File: src/rtl/sound_sequencer.sv
// Tone sequencer for the pong sound card: plays ping/pong/goal tones with
// fixed durations, silent gaps between tones, priority preemption and
// pending-request queuing (one flag per tone type).
module sound_sequencer #(
    parameter int PING_LEN = 2500000,
    parameter int PONG_LEN = 2500000,
    parameter int GOAL_LEN = 12500000,
    parameter int GAP_LEN  = 250000
) (
    input  logic       clk,
    input  logic       rst,
    input  logic       enable,
    input  logic       ping_req,
    input  logic       pong_req,
    input  logic       goal_req,
    output logic [1:0] sound,
    output logic       mute,
    output logic       busy
);

    typedef enum logic [1:0] {IDLE, PLAY, GAP} state_t;

    state_t      state, state_next;
    logic [23:0] count, count_next;
    // bit 0 = ping, bit 1 = pong, bit 2 = goal
    logic [2:0]  pend, pend_next;
    logic [1:0]  sound_next;
    logic        mute_next, busy_next;

    logic [2:0]  reqs, merged, sel_mask;
    logic [1:0]  req_top, merged_top, start_code;
    logic        start;

    // Tone code doubles as priority: goal(3) > pong(2) > ping(1) > none(0)
    function automatic logic [1:0] top_code(input logic [2:0] v);
        if (v[2])      return 2'd3;
        else if (v[1]) return 2'd2;
        else if (v[0]) return 2'd1;
        else           return 2'd0;
    endfunction

    // Counter reload value so that PLAY lasts exactly LEN cycles
    function automatic logic [23:0] load_of(input logic [1:0] code);
        case (code)
            2'd1:    return 24'(PING_LEN - 1);
            2'd2:    return 24'(PONG_LEN - 1);
            2'd3:    return 24'(GOAL_LEN - 1);
            default: return 24'd0;
        endcase
    endfunction

    // Next-state logic: selection, preemption, countdown, gap and queuing
    always_comb begin
        state_next = state;
        count_next = count;
        pend_next  = pend;
        sound_next = sound;
        mute_next  = mute;
        start      = 1'b0;
        start_code = 2'd0;
        sel_mask   = 3'b000;
        reqs       = {goal_req, pong_req, ping_req};
        merged     = pend | reqs;
        req_top    = top_code(reqs);
        merged_top = top_code(merged);

        if (!enable) begin
            state_next = IDLE;
            count_next = 24'd0;
            pend_next  = 3'b000;
            sound_next = 2'd0;
            mute_next  = 1'b1;
        end else begin
            case (state)
                IDLE: begin
                    if (req_top != 2'd0) begin
                        start      = 1'b1;
                        start_code = req_top;
                    end
                end
                PLAY, GAP: begin
                    if (req_top > sound) begin
                        start      = 1'b1;
                        start_code = req_top;
                    end else begin
                        pend_next = merged;
                        if (count != 24'd0) begin
                            count_next = count - 24'd1;
                        end else if (state == PLAY && GAP_LEN != 0) begin
                            state_next = GAP;
                            count_next = 24'(GAP_LEN - 1);
                            mute_next  = 1'b1;
                        end else if (merged_top != 2'd0) begin
                            start      = 1'b1;
                            start_code = merged_top;
                        end else begin
                            state_next = IDLE;
                            pend_next  = 3'b000;
                            sound_next = 2'd0;
                            mute_next  = 1'b1;
                        end
                    end
                end
                default: begin
                    state_next = IDLE;
                    pend_next  = 3'b000;
                    sound_next = 2'd0;
                    mute_next  = 1'b1;
                end
            endcase
        end

        if (start) begin
            case (start_code)
                2'd1:    sel_mask = 3'b001;
                2'd2:    sel_mask = 3'b010;
                2'd3:    sel_mask = 3'b111;
                default: sel_mask = 3'b000;
            endcase
            state_next = PLAY;
            count_next = load_of(start_code);
            sound_next = start_code;
            mute_next  = 1'b0;
            pend_next  = merged & ~sel_mask;
        end

        busy_next = (state_next != IDLE) || (pend_next != 3'b000);
    end

    // State, counter, pending flags and registered outputs
    always_ff @(posedge clk) begin
        if (rst) begin
            state <= IDLE;
            count <= 24'd0;
            pend  <= 3'b000;
            sound <= 2'd0;
            mute  <= 1'b1;
            busy  <= 1'b0;
        end else begin
            state <= state_next;
            count <= count_next;
            pend  <= pend_next;
            sound <= sound_next;
            mute  <= mute_next;
            busy  <= busy_next;
        end
    end

    // Zero-length or oversized tones make no sense; flag them in simulation
    always_ff @(posedge clk) begin
        assert (PING_LEN > 0 && PONG_LEN > 0 && GOAL_LEN > 0 &&
                PING_LEN < 16777216 && PONG_LEN < 16777216 &&
                GOAL_LEN < 16777216 && GAP_LEN >= 0 && GAP_LEN < 16777216)
            else $error("sound_sequencer: LEN parameter out of range");
    end

endmodule

File: config.mk
export PLATFORM = sky130hd
export DESIGN_NAME = sound_sequencer
export DESIGN_NICKNAME = d
export VERILOG_FILES = /design/src/rtl/sound_sequencer.sv
export SDC_FILE = /design/constraint.sdc
export NUM_CORES = 1
export LEC_CHECK = 0
export ABC_CLOCK_PERIOD_IN_PS = 5800
export CAP_MARGIN = 20
export CORE_ASPECT_RATIO = 0.8
export CORE_MARGIN = 1
export CORE_UTILIZATION = 33
export CTS_BUF_LIST = sky130_fd_sc_hd__clkbuf_4 sky130_fd_sc_hd__clkbuf_8
export DETAILED_ROUTE_END_ITERATION = 8
export SKIP_LAST_GASP = 1
export SLEW_MARGIN = 10
export SYNTH_ARGS = -nofsm -noshare
export SYNTH_HDL_FRONTEND = slang
export SYNTH_SLANG_ARGS = --single-unit
File: constraint.sdc
create_clock -name clk -period 5.8 [get_ports clk]
set_input_delay 1.45 -clock clk [delete_from_list [all_inputs] [get_ports clk]]
set_output_delay 1.45 -clock clk [all_outputs]
set_load 0.01 [all_outputs]
==> results of run 1 <==
-- state kept, by name (all words and copies together) (netlist names) --
signal and flops:
busy 1, count 24, mute 1, pend 3, sound 2, state 2
-- power groups by stage --
stage / clock [mW] / sequential [mW] / combinational, mW
3_5_place_dp: 0 / 0.267 / 0.283
4_1_cts: 0.189 / 0.262 / 0.284
3_3_place_gp: 0 / 0.266 / 0.284
6_report: 0.185 / 0.262 / 0.291
2_1_floorplan: 0 / 0.263 / 0.224
5_1_grt: 0.200 / 0.265 / 0.316
-- logic make-up (layout without fill, tap and decap cells) --
kind of cell / count (synthesis) / in the layout / share of synthesized area
AO/OA/AOI/OAI: 88 / 88 / 0.276
XOR/XNOR: 3 / 3 / 0.0109
adder cells (fa/ha/maj): 10 / 10 / 0.0517
buffers and inverters: 24 / 28 / 0.0460
flip-flops: 33 / 33 / 0.273
multiplexers: 6 / 6 / 0.0248
AND/OR/NAND/NOR: 129 / 129 / 0.317
-- area by class of cell --
type	instances	area, um^2
Fill cell	715	4350
Multi-Input combinational cell	236	1650
Sequential cell	33	661
Tap cell	87	109
Clock buffer	7	90.1
Timing Repair Buffer	9	90.1
Inverter	12	45.0
-- worst max path at each step --
stage / from / to / slack, ps / depth (start not counted)
5_1_grt: goal_req / count[15] / 870 / 9
3_5_place_dp: goal_req / count[15] / 850 / 9
3_3_place_gp: goal_req / count[15] / 860 / 9
4_1_cts: goal_req / count[15] / 1150 / 9
2_1_floorplan: goal_req / count[12] / 1950 / 13
6_report: goal_req / count[15] / 1110 / 9
-- routing by layer --
layer  vias to the layer above  track usage
met5                         -            0
met4                         0       0.0439
met3                        11       0.0436
met2                       100        0.267
met1                      1144        0.260
li1                       1141            -
-- per-stage QoR --
stage	hold slack, ps	worst slack [ps]
finish	485	1110
global route	504	867
CTS	489	1150
detailed placement	479	848
global placement	469	856
floorplan	461	1950
-- critical path: stages --
cell and delay [ps]:
clkdlybuf4s50_1 480, or2_2 360, ha_1 290, nor2b_1 170
o211ai_1 210, and2_1 340, a21o_1 730, nand2_1 450
o221a_2 400
-- placed cells by master, fill, tap and decap left out, types with 4 or more instances in the layout --
master	Yosys	final
a21oi_1	19	19
a31oi_1	10	10
clkbuf_8	0	6
clkdlybuf4s50_1	0	9
dfxtp_1	33	33
ha_1	10	10
inv_1	12	12
mux2i_1	6	6
nand2_1	23	23
nand3_1	15	15
nand3b_1	4	4
nor2_1	26	26
nor3_1	16	16
nor4_1	4	4
o211ai_1	4	4
o21ai_0	5	5
o22ai_1	8	8
o31ai_1	5	5
==> flow_metrics.py, run 1 <==
metrics = {
    "status": {
        "outcome": "completed",
    },
    "synthesis": {
        "syn_nets": 309,
        "seq_area_frac_synth": 0.273,
        "syn_area_per_cell_um2": 8.25,
        "yosys.area.top_type": "dfxtp_1",
        "async_reset_ff_frac": 0,
        "yosysWarnings": 0,
        "synth_top_area_frac": 0.273,
        "ys_seq_elements": 33,
        "ys_top_cells_by_count": "33 x dfxtp_1, 26 x nor2_1, 23 x nand2_1",
        "synth-edff-count": 0,
        "ys_types": 75,
        "ys.flop_type": "dfxtp_1",
        "yosys-top-cells-area": "dfxtp_1 27%, ha_1 5.2%, nor2_1 4.0%",
        "syn_inst": 293,
        "syn_area_um2": 2420,
        "synthMostInstantiatedCell": "dfxtp_1",
    },
    "drt": {
        "ant_nets": 0,
        "drtIter0Drc": 227,
        "via_per_inst": 6.24,
        "firstDrtPassIters": 5,
        "wirelength_met1_mm": 3.28,
        "wl_per_cell_um": 17.5,
        "wl_met2_mm": 2.85,
        "drc": 0,
        "top_layer": "met4",
        "routed_wl_mm": 6.72,
        "wl_met3_um": 524,
        "vias": 2396,
    },
    "min_path": {
        "worstHoldPathCells": 2,
        "min_to": "sound[1]",
        "hold_class": "flop to flop",
        "min_from": "sound[1]",
    },
    "layout": {
        "layout-drive-gt1-share": 0.104,
        "utilization": 0.378,
        "fin_cells": 384,
        "final_area_um2": 2640,
        "insertedDiodeCount": 0,
        "num-nets-final": 313,
        "area_growth_pct": 9.21,
    },
    "pwr": {
        "p_comb_frac": 0.394,
        "pwr-share-seq": 0.356,
        "p_leak_nw": 0.914,
        "finalPower_mw": 0.738,
        "power_density_nw_per_um2": 279,
        "sw_frac_of_total": 0.391,
        "p_clk_frac": 0.250,
        "intPower_mw": 0.450,
        "switchingPower_mw": 0.288,
        "ir_worst_vdd_mv": 0.115,
    },
    "sta": {
        "tightest_slew_ps": 851,
        "tns_ps": 0,
        "setup_viol": 0,
        "finalMaxSlewViolations": 0,
        "max_freq_mhz": 213,
        "period_minus_slack_ps": 4690,
        "hold_viol": 0,
        "fin_skew_ps": 6.24,
        "slew_headroom": 0.433,
        "min_period_over_period": 0.809,
        "rsz0062_at_grt": "no",
    },
    "worst_setup_path": {
        "r2r-start": "count[0]",
        "crit_arrival_ps": 4870,
        "critical_path_class": "primary input to flop",
        "rr_endpoint": "count[15]",
        "startpoint_type": "primary input",
        "regToRegSetupSlack_ps": 2320,
        "cp-end-kind": "flop",
        "reg2regPathDepth": 8,
        "required_ps": 5980,
        "path_max_fanout": 26,
    },
    "placement": {
        "placed_area_um2": 2550,
        "dp_cells": 377,
        "dp_hpwl_mm": 4.84,
        "gp_congestion": 0.917,
        "port_buffers": 9,
    },
    "cts": {
        "clkTransAtPathRegs_ps": 70,
        "postCtsSetupRepairBufs": 0,
        "cts_resized": 0,
        "ctsHoldBuffers": 0,
        "numClockSinks": 33,
        "clk_latency_ps": 280,
        "cts_inserted_buffers": 5,
        "cts_tree": "yes",
        "cts-root-buf": "clkbuf_8",
        "htree_num_levels": 2,
        "cts_max_path_buffers": 2,
    },
    "die": {
        "die_h_um": 78.6,
        "die-width_um": 97.7,
        "start_util": 0.346,
        "die_area_um2": 7680,
        "pin_count": 10,
        "row_count": 27,
        "core_um2": 6990,
    },
    "global_routing": {
        "grt_max_degree": 27,
        "grt_pass1_vias": 2175,
        "antenna_found_initial": 0,
        "globalRouteOverflowTotal": 0,
        "track_usage": 0.181,
        "grt_pass1_wl_mm": 11.1,
    },
    "run": {
        "cap_viol_max_count": 0,
    },
}
(Power assumes the default switching activity.)
==> inputs of run 2 (changes only) <==
Settings changed: ABC_CLOCK_PERIOD_IN_PS 5800 to 4650.
Clock period 5.8 ns to 4.65 ns, I/O delays scaled along.
==> run 2 against run 1 <==
  * Largest cell class unchanged
  * Cell area increased by 2.1%
  * Clock power rose by 31%
  * Register-to-register slack got worse by 890 ps
  * Hold slack worse by 1.9 ps
  * Cell count rose by 1.8%
  * First-iteration DRC count down 2.6%
  * Clock skew grew 5.7 ps
  * Largest power group unchanged
  * Wire length is 2.3% lower
  * Sequential power rose by 25%
  * Clock-buffer cell count stayed put
  * Setup slack worse by 640 ps
  * Non-clock buffer count rose by 6
==> flow_metrics.py, run 2 (synthesis gave the netlist of run 1 again) <==
metrics = {
    "cts": {
        "cts-root-buf": "clkbuf_8",
        "cts_max_path_buffers": 2,
        "cts_tree": "yes",
        "htree_num_levels": 2,
        "numClockSinks": 33,
        "cts_resized": 0,
        "cts_inserted_buffers": 5,
        "postCtsSetupRepairBufs": 0,
        "clkTransAtPathRegs_ps": 70,
        "ctsHoldBuffers": 0,
        "clk_latency_ps": 290,
    },
    "sta": {
        "slew_headroom": 0.540,
        "tightest_slew_ps": 685,
        "min_period_over_period": 0.900,
        "holdWs_ps": 483,
        "period_minus_slack_ps": 4190,
        "hold_viol": 0,
        "rsz0062_at_grt": "no",
        "max_freq_mhz": 239,
        "finalMaxSlewViolations": 0,
        "fin_skew_ps": 11.9,
        "setup_viol": 0,
        "tns_ps": 0,
        "final.setup.worst_slack_ps": 465,
    },
    "placement": {
        "dp_hpwl_mm": 4.82,
        "port_buffers": 9,
        "placed_area_um2": 2600,
        "dp_slack_ps": 168,
        "gp_congestion": 0.887,
    },
    "pwr": {
        "ir_worst_vdd_mv": 0.181,
        "p_leak_nw": 0.951,
        "power_density_nw_per_um2": 346,
        "finalPower_mw": 0.933,
    },
    "drt": {
        "drtIter0Drc": 221,
        "vias": 2372,
        "drc": 0,
        "ant_nets": 0,
        "routed_wl_mm": 6.56,
        "wl_per_cell_um": 16.8,
        "firstDrtPassIters": 5,
        "via_per_inst": 6.07,
    },
    "worst_setup_path": {
        "r2r-start": "count[0]",
        "required_ps": 4850,
        "critical_path_class": "primary input to flop",
        "cp-endpoint": "count[0]",
        "path_cells": "clkdlybuf4s50_1, or2_2, ha_1, nor2b_1, o21ai_2, a41oi_1, nand2b_1, ha_1, a211oi_4, a31oi_1, a311oi_1",
        "startpoint": "goal_req",
        "path_common_cell": "ha_1",
        "reg2regPathDepth": 11,
        "cp-end-kind": "flop",
        "startpoint_type": "primary input",
        "crit_arrival_ps": 4390,
        "cpPeakStageDelay_ps": 480,
        "regToRegSetupSlack_ps": 1430,
        "path_max_fanout": 10,
        "rr_endpoint": "count[0]",
        "slowest_stage": "clkdlybuf4s50_1",
    },
    "global_routing": {
        "globalRouteOverflowTotal": 0,
        "grt_pass1_vias": 2164,
        "track_usage": 0.181,
        "grt_max_degree": 17,
        "antenna_found_initial": 0,
        "grt_pass1_wl_mm": 10.8,
    },
    "run": {
        "cap_viol_max_count": 0,
    },
    "die": {
        "core_um2": 6990,
        "die_area_um2": 7680,
        "pin_count": 10,
        "start_util": 0.346,
        "row_count": 27,
        "die-width_um": 97.7,
        "die_h_um": 78.6,
    },
    "layout": {
        "insertedDiodeCount": 0,
        "largest_register": "count",
        "layout_common_cells": "33 x dfxtp_1, 26 x nor2_1, 23 x nand2_1",
        "final_area_um2": 2700,
        "area_growth_pct": 11.5,
        "largest_registers": "count: 24 flops, pend: 3 flops",
        "final_common_cell": "dfxtp_1",
        "largest_reg_flops": 24,
        "layout-drive-gt1-share": 0.125,
        "num-nets-final": 319,
    },
    "min_path": {
        "hold_class": "flop to flop",
    },
    "status": {
        "outcome": "completed",
    },
}
==> run 2: changes by cell type in the layout (fill, tap and decap cells not counted), sizes merged <==
| cell | previous run | this run |
|---|---|---|
| buf | 0 | 6 |
| clkinv | 0 | 1 |
==> run 2: final cells by class <==
type | instances | area [um^2]
Tap cell | 87 | 109
Sequential cell | 33 | 661
Clock inverter | 1 | 5.00
Inverter | 12 | 45.0
Clock buffer | 7 | 96.3
Timing Repair Buffer | 15 | 135
Fill cell | 703 | 4300
Multi-Input combinational cell | 236 | 1650
==> run 2: stage by stage <==
| step | std cells | util |
|---|---|---|
| 6_report | 391 | 0.386 |
| 5_1_grt | 391 | 0.386 |
| 4_1_cts | 391 | 0.386 |
| 3_5_place_dp | 383 | 0.371 |
| 3_3_place_gp | 383 | 0.371 |
| 2_1_floorplan | 293 | - |
==> run 2: metal layers <==
metal / up-vias / global-route usage / part of all wire
met5: - / 0 / 0
met4: 0 / 0.0591 / 0.016
met3: 10 / 0.0588 / 0.097
met2: 103 / 0.262 / 0.40
met1: 1105 / 0.250 / 0.49
li1: 1154 / - / -
==> run 2: worst max-delay path, delay by kind of cell <==
family          cells  cell delay (ps)
compound gates      5             1380
fa+ha+maj           2              560
buf+inv             1              480
simple gates        3              790
==> run 2: how the worst min path moves through the flow <==
stage,cells after the start,endpoint,slack [ps],from
global route,2,sound[0],510,sound[0]
CTS,2,sound[0],490,sound[0]
global placement,2,count[23],480,count[23]
detailed placement,2,sound[0],480,sound[0]
floorplan,2,count[23],460,count[23]
finish,2,sound[1],480,sound[1]
==> run 2: report_power, final <==
group / switching [mW] / leakage (nW) / internal [mW]
clock: 0.108 / 0.0542 / 0.134
combinational: 0.226 / 0.628 / 0.139
sequential: 0.0241 / 0.269 / 0.303
